`src/rtl/osd_wrvec_decoder.sv`:
```
// ---------------------------------------------------------------------------
// osd_wrvec_decoder
//
// Purpose:
//   Takes the quasi-static 25-bit OSD write vector that firmware updates from
//   the system clock domain and brings it into the video clock domain. A flip
//   of bit 24 marks a new command. Each command goes into a small FIFO and is
//   then issued to the OSD text RAM or the palette RAM write port. Commands:
//     - text write    : one word into the text RAM, held off while the
//                       display pipeline owns the text RAM port
//     - palette write : one palette entry, never held off
//     - clear         : fills every visible text cell with CLR_CHAR
//   Each retired command toggles wr_ack_o once, so firmware can pace itself.
//
// Ports:
//   VCLK           video clock
//   nVRST          synchronous active-low reset
//   OSDWrVector_i  [24] command toggle, [23] type (0 text, 1 palette),
//                  [22:0] payload
//   rd_busy_i      display readout owns the text RAM port this cycle
//   txt_wren_o     text RAM write strobe
//   txt_wraddr_o   text RAM address {row[3:0], col[5:0]}
//   txt_wrdata_o   text RAM data {colour[3:0], char[7:0]}
//   pal_wren_o     palette write strobe
//   pal_wraddr_o   palette index
//   pal_wrdata_o   palette colour, RGB 6:6:6
//   wr_ack_o       toggles once per retired command
//   busy_o         commands pending or clear sweep running
//   overflow_o     sticky, a command was dropped because the FIFO was full
// ---------------------------------------------------------------------------
module osd_wrvec_decoder #(
    parameter int          FIFO_DEPTH = 4,
    parameter int          TXT_COLS   = 48,
    parameter int          TXT_ROWS   = 16,
    parameter logic [11:0] CLR_CHAR   = 12'h020
) (
    input  logic        VCLK,
    input  logic        nVRST,
    input  logic [24:0] OSDWrVector_i,
    input  logic        rd_busy_i,
    output logic        txt_wren_o,
    output logic [9:0]  txt_wraddr_o,
    output logic [11:0] txt_wrdata_o,
    output logic        pal_wren_o,
    output logic [3:0]  pal_wraddr_o,
    output logic [17:0] pal_wrdata_o,
    output logic        wr_ack_o,
    output logic        busy_o,
    output logic        overflow_o
);

    localparam int              LP_AW       = (FIFO_DEPTH > 1) ? $clog2(FIFO_DEPTH) : 1;
    localparam logic [LP_AW:0]  LP_FULL_CNT = (LP_AW + 1)'(FIFO_DEPTH);
    localparam logic [6:0]      LP_COLS     = 7'(TXT_COLS);
    localparam logic [5:0]      LP_LAST_COL = 6'(TXT_COLS - 1);
    localparam logic [3:0]      LP_LAST_ROW = 4'(TXT_ROWS - 1);

    localparam logic [1:0] ST_IDLE  = 2'd0;
    localparam logic [1:0] ST_ISSUE = 2'd1;
    localparam logic [1:0] ST_CLR   = 2'd2;

    // Synchroniser and edge detection
    logic [24:0]      r_s1;
    logic [24:0]      r_s2;
    logic             r_s3;
    logic [1:0]       r_primeCnt;
    logic             r_pushValid;
    logic [23:0]      r_pushData;

    // Command FIFO
    logic [23:0]      r_mem [FIFO_DEPTH];
    logic [LP_AW-1:0] r_wrPtr;
    logic [LP_AW-1:0] r_rdPtr;
    logic [LP_AW:0]   r_count;

    // Issue state machine and clear sweep position
    logic [1:0]       r_state;
    logic [3:0]       r_clrRow;
    logic [5:0]       r_clrCol;

    // Registered outputs
    logic             r_txtWren;
    logic [9:0]       r_txtAddr;
    logic [11:0]      r_txtData;
    logic             r_palWren;
    logic [3:0]       r_palAddr;
    logic [17:0]      r_palData;
    logic             r_ack;
    logic             r_busy;
    logic             r_overflow;

    // Combinational decode of the FIFO head and the issue decision
    logic             w_primed;
    logic             w_detect;
    logic             w_empty;
    logic             w_full;
    logic [23:0]      w_head;
    logic             w_headIsPal;
    logic             w_headIsClr;
    logic             w_headColBad;
    logic             w_sweepLast;
    logic             w_pop;
    logic             w_doTxt;
    logic             w_doPal;
    logic             w_enterClr;
    logic             w_sweepWrite;
    logic             w_pushOk;
    logic             w_drop;
    logic [LP_AW:0]   w_countNext;
    logic [1:0]       w_stateNext;

    // The sync stages come out of reset as zero, so s2 only holds a real
    // sample of the vector from the second edge after reset and s3 from the
    // third. Detection waits until both hold real samples; otherwise a
    // vector whose toggle bit is already 1 would look like a new command.
    assign w_primed = (r_primeCnt == 2'd3);
    assign w_detect = w_primed && (r_s2[24] != r_s3);

    assign w_empty      = (r_count == '0);
    assign w_full       = (r_count == LP_FULL_CNT);
    assign w_head       = r_mem[r_rdPtr];
    assign w_headIsPal  = w_head[23];
    assign w_headIsClr  = w_head[23] && (w_head[22:19] == 4'hF) && w_head[18];
    assign w_headColBad = ({1'b0, w_head[18:13]} >= LP_COLS);
    assign w_sweepLast  = (r_clrRow == LP_LAST_ROW) && (r_clrCol == LP_LAST_COL);

    // Decide what happens to the FIFO head this cycle. At most one strobe is
    // produced per cycle. Text writes that fall outside the visible columns
    // are retired without a strobe, so they do not wait for the text port.
    always_comb begin
        w_pop        = 1'b0;
        w_doTxt      = 1'b0;
        w_doPal      = 1'b0;
        w_enterClr   = 1'b0;
        w_sweepWrite = 1'b0;
        if (r_state == ST_CLR) begin
            if (!rd_busy_i) begin
                w_sweepWrite = 1'b1;
                w_pop        = w_sweepLast;
            end
        end else if (!w_empty) begin
            if (w_headIsClr) begin
                w_enterClr = 1'b1;
            end else if (w_headIsPal) begin
                w_doPal = 1'b1;
                w_pop   = 1'b1;
            end else if (w_headColBad) begin
                w_pop = 1'b1;
            end else if (!rd_busy_i) begin
                w_doTxt = 1'b1;
                w_pop   = 1'b1;
            end
        end
    end

    // A push into a full FIFO still fits when the head leaves in the same
    // cycle; only a push that finds no room at all is dropped.
    always_comb begin
        w_pushOk    = r_pushValid && (!w_full || w_pop);
        w_drop      = r_pushValid && w_full && !w_pop;
        w_countNext = r_count;
        if (w_pushOk && !w_pop) begin
            w_countNext = r_count + 1'b1;
        end else if (!w_pushOk && w_pop) begin
            w_countNext = r_count - 1'b1;
        end
    end

    // IDLE means nothing buffered, ISSUE means a text or palette entry is at
    // the head, CLR holds the clear entry at the head until its sweep ends.
    always_comb begin
        w_stateNext = ST_IDLE;
        if (w_enterClr) begin
            w_stateNext = ST_CLR;
        end else if ((r_state == ST_CLR) && !w_pop) begin
            w_stateNext = ST_CLR;
        end else if (w_countNext != '0) begin
            w_stateNext = ST_ISSUE;
        end
    end

    // FIFO storage needs no reset: an entry is only read after it was
    // written, and the pointers and count are reset below.
    always_ff @(posedge VCLK) begin
        if (w_pushOk) begin
            r_mem[r_wrPtr] <= r_pushData;
        end
    end

    // Synchroniser, toggle detection and the registered push stage. The
    // push is registered once more so the command enters the FIFO three
    // edges after the vector is first sampled.
    always_ff @(posedge VCLK) begin
        if (!nVRST) begin
            r_s1        <= '0;
            r_s2        <= '0;
            r_s3        <= 1'b0;
            r_primeCnt  <= 2'd0;
            r_pushValid <= 1'b0;
            r_pushData  <= '0;
        end else begin
            r_s1        <= OSDWrVector_i;
            r_s2        <= r_s1;
            r_s3        <= r_s2[24];
            if (!w_primed) begin
                r_primeCnt <= r_primeCnt + 2'd1;
            end
            r_pushValid <= w_detect;
            r_pushData  <= r_s2[23:0];
        end
    end

    // FIFO pointers, occupancy and the sticky overflow flag.
    always_ff @(posedge VCLK) begin
        if (!nVRST) begin
            r_wrPtr    <= '0;
            r_rdPtr    <= '0;
            r_count    <= '0;
            r_overflow <= 1'b0;
        end else begin
            if (w_pushOk) begin
                r_wrPtr <= r_wrPtr + 1'b1;
            end
            if (w_pop) begin
                r_rdPtr <= r_rdPtr + 1'b1;
            end
            r_count <= w_countNext;
            if (w_drop) begin
                r_overflow <= 1'b1;
            end
        end
    end

    // State register and clear sweep position. The sweep only moves on
    // cycles where it actually wrote, so a busy display pauses it in place.
    always_ff @(posedge VCLK) begin
        if (!nVRST) begin
            r_state  <= ST_IDLE;
            r_clrRow <= 4'd0;
            r_clrCol <= 6'd0;
        end else begin
            r_state <= w_stateNext;
            if (w_enterClr) begin
                r_clrRow <= 4'd0;
                r_clrCol <= 6'd0;
            end else if (w_sweepWrite && !w_sweepLast) begin
                if (r_clrCol == LP_LAST_COL) begin
                    r_clrCol <= 6'd0;
                    r_clrRow <= r_clrRow + 4'd1;
                end else begin
                    r_clrCol <= r_clrCol + 6'd1;
                end
            end
        end
    end

    // Write ports, acknowledge and busy. Address and data hold their last
    // value between strobes; the strobes themselves last one cycle. The
    // acknowledge toggles on the same edge as the strobe of the command
    // being retired (or the last sweep write for a clear).
    always_ff @(posedge VCLK) begin
        if (!nVRST) begin
            r_txtWren <= 1'b0;
            r_txtAddr <= '0;
            r_txtData <= '0;
            r_palWren <= 1'b0;
            r_palAddr <= '0;
            r_palData <= '0;
            r_ack     <= 1'b0;
            r_busy    <= 1'b0;
        end else begin
            r_txtWren <= w_doTxt || w_sweepWrite;
            r_palWren <= w_doPal;
            if (w_sweepWrite) begin
                r_txtAddr <= {r_clrRow, r_clrCol};
                r_txtData <= CLR_CHAR;
            end else if (w_doTxt) begin
                r_txtAddr <= {w_head[22:19], w_head[18:13]};
                r_txtData <= w_head[11:0];
            end
            if (w_doPal) begin
                r_palAddr <= w_head[22:19];
                r_palData <= w_head[17:0];
            end
            if (w_pop) begin
                r_ack <= ~r_ack;
            end
            r_busy <= (w_countNext != '0) || (w_stateNext == ST_CLR);
        end
    end

    assign txt_wren_o   = r_txtWren;
    assign txt_wraddr_o = r_txtAddr;
    assign txt_wrdata_o = r_txtData;
    assign pal_wren_o   = r_palWren;
    assign pal_wraddr_o = r_palAddr;
    assign pal_wrdata_o = r_palData;
    assign wr_ack_o     = r_ack;
    assign busy_o       = r_busy;
    assign overflow_o   = r_overflow;

endmodule
```
`config.mk`:
```
export PLATFORM = sky130hd
export DESIGN_NAME = osd_wrvec_decoder
export DESIGN_NICKNAME = d
export VERILOG_FILES = /design/src/rtl/osd_wrvec_decoder.sv
export SDC_FILE = /design/constraint.sdc
export NUM_CORES = 1
export LEC_CHECK = 0
export CAP_MARGIN = 20
export CORE_MARGIN = 1
export CORE_UTILIZATION = 59
export CTS_BUF_LIST = sky130_fd_sc_hd__clkbuf_2
export CTS_CLUSTER_DIAMETER = 200
export DETAILED_ROUTE_END_ITERATION = 8
export GPL_TIMING_DRIVEN = 0
export HOLD_SLACK_MARGIN = 0.08
export PLACE_DENSITY = 0.91
export SETUP_SLACK_MARGIN = 0.4
export SYNTH_ARGS = -nofsm -noshare
export SYNTH_HDL_FRONTEND = slang
export SYNTH_SLANG_ARGS = --single-unit
```
`constraint.sdc`:
```
create_clock -name VCLK -period 3.1 [get_ports VCLK]
set_input_delay 0.62 -clock VCLK [delete_from_list [all_inputs] [get_ports VCLK]]
set_output_delay 0.62 -clock VCLK [all_outputs]
set_load 0.01 [all_outputs]
```
==> impl_metrics.json, run 1 <==
{
  "status": "finished clean",
  "p_per_area_nw_per_um2": 770,
  "drtIter0Drc": 332,
  "layout_common_cells": "148 x dfxtp_1, 96 x edfxtp_1, 88 x clkbuf_2",
  "fin_crit_sh_pct": 86.1,
  "maxCapViolations": 0,
  "p_int_uw": 5440,
  "via_per_inst": 5.26,
  "crit_family": "multiplexers",
  "fill_cells": 870,
  "worst_clock_skew_ps": 74.6,
  "endpoint_kind": "flip-flop",
  "yosysWarnings": 0,
  "tns_ps": 0,
  "clk_path_buf_depth": 3,
  "route.detailed.drc": 0,
  "place_area_um2": 9470,
  "p_comb_share_pct": 26.3,
  "fp.dieW_um": 122,
  "drive_gt1_share_pct": 19.0,
  "cp-endpoint": "r_mem[0][11]",
  "worstHoldStart": "OSDWrVector_i[18]",
  "swShare_pct": 30.2,
  "firstDrtPassIters": 4,
  "path_buf_inv": 2,
  "cp_num_cells": 8,
  "cts_buffers": 55,
  "cp.required_ps": 3550,
  "root_buffer": "clkbuf_2",
  "hold_ws_ps": 412,
  "syn_avg_cell_area_um2": 14.1,
  "seq_area_frac_synth_pct": 68.9,
  "clkTransAtPathRegs_ps": 120,
  "peakVddDrop_mv": 0.358,
  "cts.sinks": 244,
  "syn2layout_area_growth_pct": 19.2,
  "start_util_pct": 60.9,
  "slew_viol_final": 0,
  "crit_top_cell": "buf_6",
  "p_leak_uw": 0.00391,
  "grt-ovfl-total": 0,
  "rsz0062_at_grt": "yes",
  "pwr-share-clk_pct": 25.7,
  "synth_ff_type": "dfxtp_1",
  "hold_viol": 0,
  "cp_slowest_cell": "mux4_2",
  "core_area_um2": 13900,
  "cts_hold_buf": 0,
  "period_minus_slack_ps": 2670,
  "port_buffers": 75,
  "antenna_found_initial": 0,
  "setup_violations": 0,
  "worstPathCellList": "buf_6 > buf_6 > mux4_2 > nand4_1 > o211ai_2 > o21ai_4 > o21a_4 > and2_2",
  "min_path_type": "input pin to flip-flop",
  "p_seq_share_pct": 47.9,
  "synth_nets": 638,
  "ys_types": 47,
  "path_class": "flip-flop to flip-flop",
  "crit_fanout": 10,
  "r2r_slack_ps": 430,
  "startpoint_type": "flip-flop",
  "r2r_cells": 8,
  "htree_levels": 2,
  "final_common_cell": "dfxtp_1",
  "layout.nets": 782,
  "grt_pass1_vias": 5077,
  "syn_inst": 600,
  "pin_count": 77,
  "grt_max_degree": 15,
  "final_cells": 971,
  "fin_area_um2": 10100,
  "worstReg2RegEnd": "r_mem[0][11]",
  "dieArea_um2": 14900,
  "post-place-cells": 855,
  "ant_nets": 0,
  "die_y_um": 122,
  "synth_area_um2": 8490,
  "fin_util_pct": 72.6,
  "hpwlAfterDp_um": 10700,
  "fp-row-count": 43,
  "diodes": 0,
  "wl_um": 16900,
  "wl_per_cell_um": 17.4,
  "arrival_ps": 3120,
  "dr_total_vias": 5109,
  "slowest_delay_ps": 600,
  "synth_edf_count": 96,
  "p_sw_uw": 2350,
  "track_usage_pct": 22.7,
  "maxSlewHeadroom_pct": 45.2,
  "cts_tree": "yes",
  "clk_latency_ps": 810,
  "grt_pass1_wl_um": 25200,
  "async_flop_share_pct": 0,
  "tightest_slew_ps": 823,
  "clock.fmax_mhz": 375,
  "gp_congestion": 0.910,
  "ys_ff_latch": 244
}
## stage by stage
step | power (µW) | worst slack (ps)
after floorplan | 5100 | 514
after global placement | 5710 | -45.7
after detailed placement | 5800 | -112
after CTS | 7800 | 406
after global routing | 8180 | 371
final | 7790 | 430
## cell families (layout without fill, tap and decap cells)
group	Yosys count	count (layout)	synth area share, %
DFF	244	244	68.9
and+or+nand+nor	188	197	11.3
muxes	62	62	11.0
AOI/OAI and AO/OA	43	44	3.77
buffers and inverters	40	221	2.20
xor gates and xnor gates	13	13	1.34
adders and majority gates	10	10	1.47
## final cells by class
| cell class | count | area, µm² | share of cell area [%] |
|---|---|---|---|
| buffer | 27 | 138 | 1.36 |
| multi-input combinational | 326 | 2570 | 25.4 |
| sequential | 244 | 5850 | 57.8 |
| inverter | 13 | 48.8 | 0.482 |
| tap | 180 | 225 | 2.23 |
| clock buffer | 88 | 440 | 4.35 |
| timing repair buffer | 77 | 766 | 7.57 |
| clock inverter | 16 | 88.8 | 0.878 |
## worst min path at each step
stage | to | slack (ps) | depth (start not counted)
after global routing | r_s1[18] | 360 | 2
after global placement | r_pushData[5] | 420 | 1
final | r_s1[18] | 410 | 2
after floorplan | r_pushData[0] | 410 | 1
after detailed placement | r_s2[1] | 420 | 1
after CTS | r_s1[18] | 350 | 2
## registers in the layout, indices dropped and copies added, names as in the netlist, 2 cells and up, named ones only
name / cells
r_count: 3
pal_wrdata_o: 18
r_s1: 25
r_mem: 96
r_pushData: 24
pal_wraddr_o: 4
r_s2: 25
txt_wrdata_o: 12
r_clrCol: 6
r_wrPtr: 2
r_state: 2
r_clrRow: 4
r_rdPtr: 2
r_primeCnt: 2
txt_wraddr_o: 10
## power by group through the flow
stage               combinational (µW)  sequential (µW)  clock, µW
floorplan                         1260             3840          0
global placement                  1930             3780          0
detailed placement                2000             3800          0
CTS                               2020             3730       2050
global route                      2210             3760       2210
finish                            2050             3730       2010
## worst reg2reg max path, delay by kind of cell, from the launching register on
kind / cells / cell delay [ps]
buffers and inverters: 2 / 340
AOI/OAI and AO/OA: 3 / 580
and+or+nand+nor: 2 / 460
muxes: 1 / 600
DFF: 1 / 350
## Yosys cell counts (2+ instances only)
master / n / share of area [%]
and3_1: 2 / 0.15
nor2b_1: 2 / 0.15
ha_1: 10 / 1.5
clkbuf_1: 18 / 0.80
nand3_1: 2 / 0.12
a21oi_1: 15 / 0.88
xor2_1: 7 / 0.72
mux4_2: 22 / 5.8
or2_2: 2 / 0.15
a22oi_1: 10 / 0.88
and2_1: 80 / 5.9
mux2i_1: 36 / 4.2
o21ai_0: 2 / 0.12
dfxtp_1: 148 / 35
nor3b_1: 2 / 0.18
edfxtp_1: 96 / 34
mux4_1: 2 / 0.62
o21a_1: 2 / 0.18
a31oi_1: 2 / 0.15
nand4_1: 4 / 0.29
buf_4: 3 / 0.27
inv_1: 12 / 0.53
xnor2_1: 6 / 0.62
nand2b_1: 2 / 0.15
buf_2: 2 / 0.12
buf_6: 3 / 0.40
nor2_1: 66 / 2.9
nand2_1: 22 / 0.97
nor3_1: 2 / 0.12
## what timing repair did
action / CTS / global route
gates resized for setup: 11 / 3
cloned: 4 / 6
endpoints found under the setup margin: 96 / 98
setup buffers: 0 / 2
pin swaps: 4 / 7
## metal layers
metal,up-vias,share of wire [%],global-route usage (%)
li1,2432,-,-
met1,2424,39,27.0
met2,221,52,39.7
met3,32,6.5,5.29
met4,0,2.6,8.95
met5,-,0,0
No activity file was read; power rests on OpenSTA's default activity.
==> run 2: changes to the inputs <==
--- a/config.mk
+++ b/config.mk
@@ -7,13 +7,13 @@
 export LEC_CHECK = 0
 export CAP_MARGIN = 20
 export CORE_MARGIN = 1
-export CORE_UTILIZATION = 59
+export CORE_UTILIZATION = 46
 export CTS_BUF_LIST = sky130_fd_sc_hd__clkbuf_2
 export CTS_CLUSTER_DIAMETER = 200
 export DETAILED_ROUTE_END_ITERATION = 8
 export GPL_TIMING_DRIVEN = 0
 export HOLD_SLACK_MARGIN = 0.08
-export PLACE_DENSITY = 0.91
+export PLACE_DENSITY = 0.75
 export SETUP_SLACK_MARGIN = 0.4
 export SYNTH_ARGS = -nofsm -noshare
 export SYNTH_HDL_FRONTEND = slang
==> run 2 against run 1 <==
Against the previous run: cell count is 6.0% higher; clock skew down 11 ps; first-iteration DRC count down 27%; critical endpoint is now r_mem[0][0].
==> impl_metrics.json, run 2 (same netlist as run 1, synthesis figures left out) <==
{
  "status": "finished clean",
  "gp_congestion": 0.857,
  "peakVddDrop_mv": 0.415,
  "dr_total_vias": 5050,
  "worstReg2RegEnd": "r_mem[0][0]",
  "grt_pass1_vias": 5138,
  "cp_num_cells": 8,
  "r2r_cells": 8,
  "p_comb_share_pct": 25.8,
  "endpoint_kind": "flip-flop",
  "p_sw_uw": 2360,
  "path_buf_inv": 2,
  "clk_path_buf_depth": 3,
  "grt_pass1_wl_um": 25500,
  "start_util_pct": 47.1,
  "slew_viol_final": 0,
  "setup_ws_ps": 487,
  "rsz0062_at_grt": "yes",
  "antenna_found_initial": 0,
  "crit_top_cell": "buf_6",
  "route.detailed.drc": 0,
  "hold_ws_ps": 386,
  "port_buffers": 75,
  "dieArea_um2": 19000,
  "place_ws_ps": -134,
  "pin_count": 77,
  "ant_nets": 0,
  "slowest_delay_ps": 600,
  "path_class": "flip-flop to flip-flop",
  "hpwlAfterDp_um": 10500,
  "final_cells": 1029,
  "p_int_uw": 5640,
  "clk_latency_ps": 830,
  "root_buffer": "clkbuf_2",
  "drtIter0Drc": 244,
  "core_area_um2": 18000,
  "crit_family": "multiplexers",
  "fill_cells": 1452,
  "worstPathCellList": "buf_6 > buf_6 > mux4_2 > nand4_1 > o211ai_2 > o21ai_4 > o21a_4 > and2_2",
  "p_seq_share_pct": 46.6,
  "hold_viol": 0,
  "worst_clock_skew_ps": 63.4,
  "fp.dieW_um": 138,
  "period_minus_slack_ps": 2610,
  "cp.required_ps": 3610,
  "drive_gt1_share_pct": 19.5,
  "die_y_um": 138,
  "largest_register_ffs": 96,
  "htree_levels": 2,
  "grt-ovfl-total": 0,
  "crit_fanout": 11,
  "via_per_inst": 4.91,
  "min_path_type": "input pin to flip-flop",
  "final_common_cell": "dfxtp_1",
  "layout.nets": 789,
  "firstDrtPassIters": 4,
  "maxSlewHeadroom_pct": 42.4,
  "post-place-cells": 904,
  "cts.sinks": 244,
  "holdPathStages": 2,
  "maxCapViolations": 0,
  "clock.fmax_mhz": 383,
  "grt_max_degree": 16,
  "cp-endpoint": "r_mem[0][0]",
  "fp-row-count": 49,
  "clkTransAtPathRegs_ps": 100,
  "cp_slowest_cell": "mux4_2",
  "pwr-share-clk_pct": 27.6,
  "total_power_uw": 8000,
  "tightest_slew_ps": 865,
  "startpoint_type": "flip-flop",
  "wl_um": 16400,
  "cts_buffers": 58,
  "p_per_area_nw_per_um2": 778,
  "track_usage_pct": 17.9,
  "cts_tree": "yes",
  "setup_violations": 0,
  "swShare_pct": 29.5,
  "wl_per_cell_um": 15.9,
  "r2r_slack_ps": 490,
  "top_register": "r_mem",
  "layout_common_cells": "148 x dfxtp_1, 96 x edfxtp_1, 89 x clkbuf_2",
  "fin_crit_sh_pct": 84.3,
  "syn2layout_area_growth_pct": 21.2,
  "reg_top3": "r_mem: 96 flops, r_s1: 25 flops, r_s2: 25 flops",
  "p_leak_uw": 0.00396,
  "arrival_ps": 3130
}
==> run 2: cell count changes in the layout (fill, tap and decap cells not counted), sizes merged <==
| cell | change |
|---|---|
| diode | +2 |
| inv | -1 |
| buf | +1 |
| clkinv | +1 |
| bufinv | +2 |
| and2 | +3 |
| clkbuf | +1 |
==> run 2: worst min-delay path by stage <==
stage / startpoint / end / slack [ps]
floorplan: r_s2[0] / r_pushData[0] / 410
global placement: r_s1[21] / r_s2[21] / 420
detailed placement: r_s2[20] / r_pushData[20] / 420
CTS: OSDWrVector_i[4] / r_s1[4] / 290
global route: OSDWrVector_i[4] / r_s1[4] / 300
finish: OSDWrVector_i[4] / r_s1[4] / 390
==> run 2: final cells by class <==
cell class / count / area (µm²) / share of cell area, %
inverter: 13 / 48.8 / 0.474
timing repair buffer: 78 / 773 / 7.52
tap: 229 / 287 / 2.79
buffer: 27 / 138 / 1.34
antenna: 2 / 5.00 / 0.0487
sequential: 244 / 5850 / 56.8
multi-input combinational: 329 / 2590 / 25.2
clock inverter: 18 / 149 / 1.45
clock buffer: 89 / 445 / 4.33
==> run 2: repair_timing <==
| action | in CTS | in global routing |
|---|---|---|
| pin swaps | 4 | 5 |
| setup buffers | 0 | 3 |
| setup endpoints to repair | 96 | 98 |
| hold buffers | 0 | 0 |
| gates resized for setup | 11 | 4 |
| cloned | 4 | 9 |
==> run 2: metal layers <==
| layer | track usage [%] | vias to the layer above | wire length (µm) |
|---|---|---|---|
| li1 | - | 2462 | - |
| met1 | 21.0 | 2369 | 6780 |
| met2 | 30.5 | 179 | 7990 |
| met3 | 5.01 | 40 | 1140 |
| met4 | 7.91 | 0 | 448 |
| met5 | 0 | - | 0 |
==> run 2: power by group through the flow <==
stage / Clock (µW) / Combinational [µW] / Sequential (µW)
after floorplan: 0 / 1260 / 3840
after global placement: 0 / 1940 / 3780
after detailed placement: 0 / 2000 / 3800
after CTS: 2260 / 2020 / 3730
after global routing: 2460 / 2230 / 3760
final: 2210 / 2070 / 3730
==> run 2: through the flow <==
| step | instance area, µm² | utilization [%] | TNS (ps) |
|---|---|---|---|
| floorplan | 8490 | - | 0 |
| global placement | 9530 | 52.9 | -7810 |
| detailed placement | 9530 | 52.9 | -11370 |
| CTS | 10200 | 56.5 | 0 |
| global route | 10300 | 57.0 | 0 |
| finish | 10300 | 57.1 | 0 |
